## src/rtl/ks_pkg.sv

```systemverilog
// ============================================================================
// ks_pkg : shared widths, types and prefix-network indexing for ks_32b
// Rev 1.0
// ============================================================================
`default_nettype none

package ks_pkg;

  localparam int KS_WIDTH  = 32;
  localparam int KS_LEVELS = $clog2(KS_WIDTH);

  typedef logic [KS_WIDTH-1:0] ks_operand_t;
  typedef logic [KS_WIDTH:0]   ks_result_t;

  // Propagate terms are stored only where a later level consumes them:
  // level lvl (1..KS_LEVELS-1) keeps bits [KS_WIDTH-1 : 2**lvl].
  function automatic int ks_p_base(int lvl);
    int base;
    base = 0;
    for (int j = 1; j < lvl; j++) begin
      base += KS_WIDTH - (1 << j);
    end
    return base;
  endfunction

  function automatic int ks_p_idx(int lvl, int bit_pos);
    return ks_p_base(lvl) + bit_pos - (1 << lvl);
  endfunction

  localparam int KS_P_BITS = ks_p_base(KS_LEVELS);

endpackage

`default_nettype wire

```

## src/rtl/ks_prefix_cell.sv

```systemverilog
// ============================================================================
// ks_prefix_cell      : black cell, (G,P) o (G,P)
// ks_prefix_cell_gray : gray variant, group generate only
// Rev 1.0
// ============================================================================
`default_nettype none

module ks_prefix_cell (
  input  logic g_hi_i,
  input  logic p_hi_i,
  input  logic g_lo_i,
  input  logic p_lo_i,
  output logic g_o,
  output logic p_o
);

  assign g_o = g_hi_i | (p_hi_i & g_lo_i);
  assign p_o = p_hi_i & p_lo_i;

endmodule

module ks_prefix_cell_gray (
  input  logic g_hi_i,
  input  logic p_hi_i,
  input  logic g_lo_i,
  output logic g_o
);

  assign g_o = g_hi_i | (p_hi_i & g_lo_i);

endmodule

`default_nettype wire

```

## src/rtl/ks_32b.sv

```systemverilog
// ============================================================================
// ks_32b : 32-bit unsigned Kogge-Stone adder, registered 33-bit sum
// Rev 1.0
// ============================================================================
`default_nettype none

module ks_32b
  import ks_pkg::*;
(
  input  logic                clk,
  input  logic                rst_n,
  input  logic [KS_WIDTH-1:0] in0,
  input  logic [KS_WIDTH-1:0] in1,
  output logic [KS_WIDTH:0]   out0
);

  ks_operand_t          w_gen;
  ks_operand_t          w_prop;
  ks_operand_t          w_carry;
  ks_operand_t          w_glvl [0:KS_LEVELS];
  logic [KS_P_BITS-1:0] w_pflat;
  ks_result_t           out0_d;
  ks_result_t           out0_q;

  assign w_gen     = in0 & in1;
  assign w_prop    = in0 ^ in1;
  assign w_glvl[0] = w_gen;

  for (genvar k = 0; k < KS_LEVELS; k++) begin : g_level
    localparam int SPAN = 1 << k;
    logic [KS_WIDTH-1:SPAN] w_pin;

    if (k == 0) begin : g_pin_pre
      assign w_pin = w_prop[KS_WIDTH-1:1];
    end else begin : g_pin_net
      for (genvar i = SPAN; i < KS_WIDTH; i++) begin : g_bit
        assign w_pin[i] = w_pflat[ks_p_idx(k, i)];
      end
    end

    // Bits below 2*SPAN already span down to bit 0, so their P is dead: gray cells.
    for (genvar i = 0; i < KS_WIDTH; i++) begin : g_bit
      if (i < SPAN) begin : g_pass
        assign w_glvl[k+1][i] = w_glvl[k][i];
      end else if (i < 2 * SPAN) begin : g_gray
        ks_prefix_cell_gray u_cell (
          .g_hi_i (w_glvl[k][i]),
          .p_hi_i (w_pin[i]),
          .g_lo_i (w_glvl[k][i-SPAN]),
          .g_o    (w_glvl[k+1][i])
        );
      end else begin : g_black
        ks_prefix_cell u_cell (
          .g_hi_i (w_glvl[k][i]),
          .p_hi_i (w_pin[i]),
          .g_lo_i (w_glvl[k][i-SPAN]),
          .p_lo_i (w_pin[i-SPAN]),
          .g_o    (w_glvl[k+1][i]),
          .p_o    (w_pflat[ks_p_idx(k+1, i)])
        );
      end
    end
  end

  assign w_carry = {w_glvl[KS_LEVELS][KS_WIDTH-2:0], 1'b0};
  assign out0_d  = {w_glvl[KS_LEVELS][KS_WIDTH-1], w_prop ^ w_carry};

  always_ff @(posedge clk or negedge rst_n) begin
    if (!rst_n) begin
      out0_q <= '0;
    end else begin
      out0_q <= out0_d;
    end
  end

  assign out0 = out0_q;

endmodule

`default_nettype wire

```

## config.mk

```make
export PLATFORM = sky130hd
export DESIGN_NAME = ks_32b
export DESIGN_NICKNAME = d
export VERILOG_FILES = /design/src/rtl/ks_pkg.sv /design/src/rtl/ks_prefix_cell.sv /design/src/rtl/ks_32b.sv
export SDC_FILE = /design/constraint.sdc
export NUM_CORES = 1
export LEC_CHECK = 0
export CAP_MARGIN = 20
export CORE_MARGIN = 5
export CORE_UTILIZATION = 41
export DETAILED_ROUTE_END_ITERATION = 8
export PLACE_DENSITY = 0.78
export REMOVE_ABC_BUFFERS = 1
export SLEW_MARGIN = 20
export SYNTH_ARGS = -nofsm -noshare
export SYNTH_HDL_FRONTEND = slang
export SYNTH_SLANG_ARGS = --single-unit
```

## constraint.sdc

```tcl
create_clock -name clk -period 0.8 [get_ports clk]
set_input_delay 0.16 -clock clk [delete_from_list [all_inputs] [get_ports clk]]
set_output_delay 0.16 -clock clk [all_outputs]
set_load 0.02 [all_outputs]
```

==> results.ini <==
[yosys]
ys_top_cells_by_area=dfrtp_1 (31%), ha_1 (15%), a21oi_1 (5.7%)
synth_seq_area_share=0.3115
synth-xor-area-share=0.09580
synth_fa_ha_area_frac=0.1586
synthArstFlopShare=1.000
muxShareOfSynthArea=0.003775
ys_seq_elements=33
yosysWarnings=0
synth-compound-area-share=0.2633
synth-main-ff-cell=dfrtp_1
synth.most_common_cell=dfrtp_1
yosys.area_share.simple=0.1175
synth.top_cells.by_count=dfrtp_1 (33), ha_1 (32), a21oi_1 (30)
synth_cells=267
syn_avg_cell_area_um2=9.930
syn-cell-area_um2=2651
synth.largest_area_cell=dfrtp_1
synth_cell_types=58
synth_top_family_by_area=compound AO/OA/AOI/OAI gates
synth_edf_count=0
synth.top_cell.area_share=0.3115

[placed_design]
place_congestion=0.8321
post-place-cells=518
hpwlAfterDp_um=6766
numPortBuffers=98

[finish]
diodes=0
area_growth_pct=104.5
drive_above_1_share=0.5764
layout.nets=582
final_cell_count_no_fill=561
largest_reg_flops=33

[routing]
wl_um=13570
viasPerCell=6.169
wl_met3_um=1072
num_vias=3461
routed.top_layer=met4
wl_per_cell_um=24.19
post-route-drc-count=0
drt_iter0_markers=356
antenna_left=0
m1WireLength_um=4885
wl_met2_um=6526
drt_pass1_iterations=5

[cts]
h-tree-depth=2
path_clk_slew_ns=0.07
cts_buffers=5
cts_tree=yes
clockRootBuffer=clkbuf_8
clock-sinks=33
clk_path_buf_depth=2

[timing]
final.min_clock_period_ns=2.130
finalMaxSlewViolations=0
timing.slew.headroom=0.5881
min_period_over_period=2.663
max_freq_mhz=469.5
tightest_slew_ns=0.6114
finalSetupTns_ns=-35.35
hold_viol=0
rsz0062_at_grt=true
setup_slack_ns=-1.330
setup_viol=63

[job]
max_cap_viol_count=0

[power_and_ir_drop]
p_leak_nw=2.447
ir_drop_mv=1.156
power_density_nw_per_um2=1720

[worst_setup_path]
slowest_delay_ns=0.36
critPathRequiredTime_ns=0.98
start_kind=input port
path_cells=clkdlybuf4s15_2, ha_4, buf_4, a21oi_1, o211ai_1, a21oi_1, o21ai_4, buf_4, nand4_1, a22oi_2, xor2_1
cp.arrival_ns=2.32
startpoint=in1[9]
worst_path_max_delay_cell=a21oi_1
endpoint=out0[28]$_DFF_PN0_
cp_max_fo=4
end_kind=flip-flop
crit_type=input port to flip-flop

[global_route]
grt_use_total=0.2815
grt_pass1_wl_um=18690
antenna_found_initial=0
grt_max_degree=34
grt_pass1_vias=3563
grt_overflow=0

[floorplan]
dieWidth_um=90.42
io_pins=99
dieArea_um2=8175
start_util=0.4199
die_y_um=90.42
fp.coreArea_um2=6314
row_count=29

[hold_path]
hp-class=input port to flip-flop
worstHoldStart=in0[0]

[outcome]
violations=negative setup slack
status=finished, violations left

-- where the power goes --
group / internal [mW] / switching, mW
registers: 2.02 / 0.208
clock network: 1.24 / 0.803
logic: 2.64 / 2.41
total: 5.90 / 3.42
-- what timing repair did --
action                                  4_1_cts  5_1_grt
endpoints found under the setup margin       65       64
resized for setup                           404       43
pin swaps                                    78       35
hold buffers                                  0        0
setup buffers                                26       13
-- worst min-delay path by stage --
| stage | to | depth (start not counted) | slack (ns) |
|---|---|---|---|
| after global routing | out0[0]$_DFF_PN0_ | 2 | 0.07 |
| after global placement | out0[10]$_DFF_PN0_ | 2 | 0.55 |
| after floorplan | out0[0]$_DFF_PN0_ | 0 | -0.14 |
| after detailed placement | out0[12]$_DFF_PN0_ | 2 | 0.56 |
| after CTS | out0[0]$_DFF_PN0_ | 2 | 0.08 |
| final | out0[0]$_DFF_PN0_ | 2 | 0.07 |
-- cell type report --
cell class              instances  area (um^2)
clock buffers                   5        68.82
fillers                       281        892.1
multi-input cells             218         2386
well taps                      77        96.34
inverters                       6        22.52
clock inverters                 3        65.06
flip-flops and latches         33        825.8
repair buffers                219         1957
-- per-stage QoR --
stage | power [mW] | hold slack, ns | worst slack, ns | instance area [um^2] | utilization
5_1_grt | 9.606 | 0.07022 | -1.339 | 5421 | 0.8587
2_1_floorplan | 3.879 | -0.1356 | -1.507 | 2542 | -
6_report | 9.322 | 0.06964 | -1.330 | 5421 | 0.8587
4_1_cts | 8.516 | 0.07759 | -1.153 | 5084 | 0.8052
3_5_place_dp | 5.867 | 0.5579 | -2.044 | 4278 | 0.6776
3_3_place_gp | 5.787 | 0.5473 | -1.937 | 4278 | 0.6776
-- worst max-delay path: cells and delay by family --
kind | cells | cell delay, ns
adder cells (fa/ha/maj) | 1 | 0.17
AO/OA/AOI/OAI | 5 | 1.09
AND/OR/NAND/NOR | 1 | 0.09
XOR/XNOR | 1 | 0.29
buffers and inverters | 3 | 0.51
-- cells in the final DEF, fill, tap and decap left out, drive strengths merged, types with 2 or more instances in the layout --
cell           instances
nand2                 15
clkdlybuf4s50         20
a31oi                  9
o21a                   3
nor3                   3
clkbuf                 5
o21bai                 2
dlygate4sd2           18
xor2                  12
ha                    32
a221o                  2
o21ai                 14
xnor2                 17
buf                  174
dfrtp                 33
o2111ai                2
inv                    6
nand4                 10
bufinv                 2
nor2                  11
nand3                  6
a211o                  2
and3                   5
and2                   4
clkdlybuf4s15          6
or2                    2
a41oi                  2
a21o                  13
a21oi                 30
nor2b                  2
o211ai                 4
-- cell families (layout without fill, tap and decap cells) --
kind of cell | count (synthesis) | after routing
adder cells (fa/ha/maj) | 33 | 33
flip-flops | 33 | 33
multiplexers | 1 | 1
XOR/XNOR | 29 | 29
AND/OR/NAND/NOR | 61 | 61
AO/OA/AOI/OAI | 94 | 94
buffers and inverters | 16 | 233
-- per-layer routing --
metal	vias up	GRT usage
li1	1430	-
met1	1636	0.3285
met2	287	0.4896
met3	108	0.04667
met4	0	0.1489
met5	-	0
Note: power is estimated with default switching activity, not from simulation.
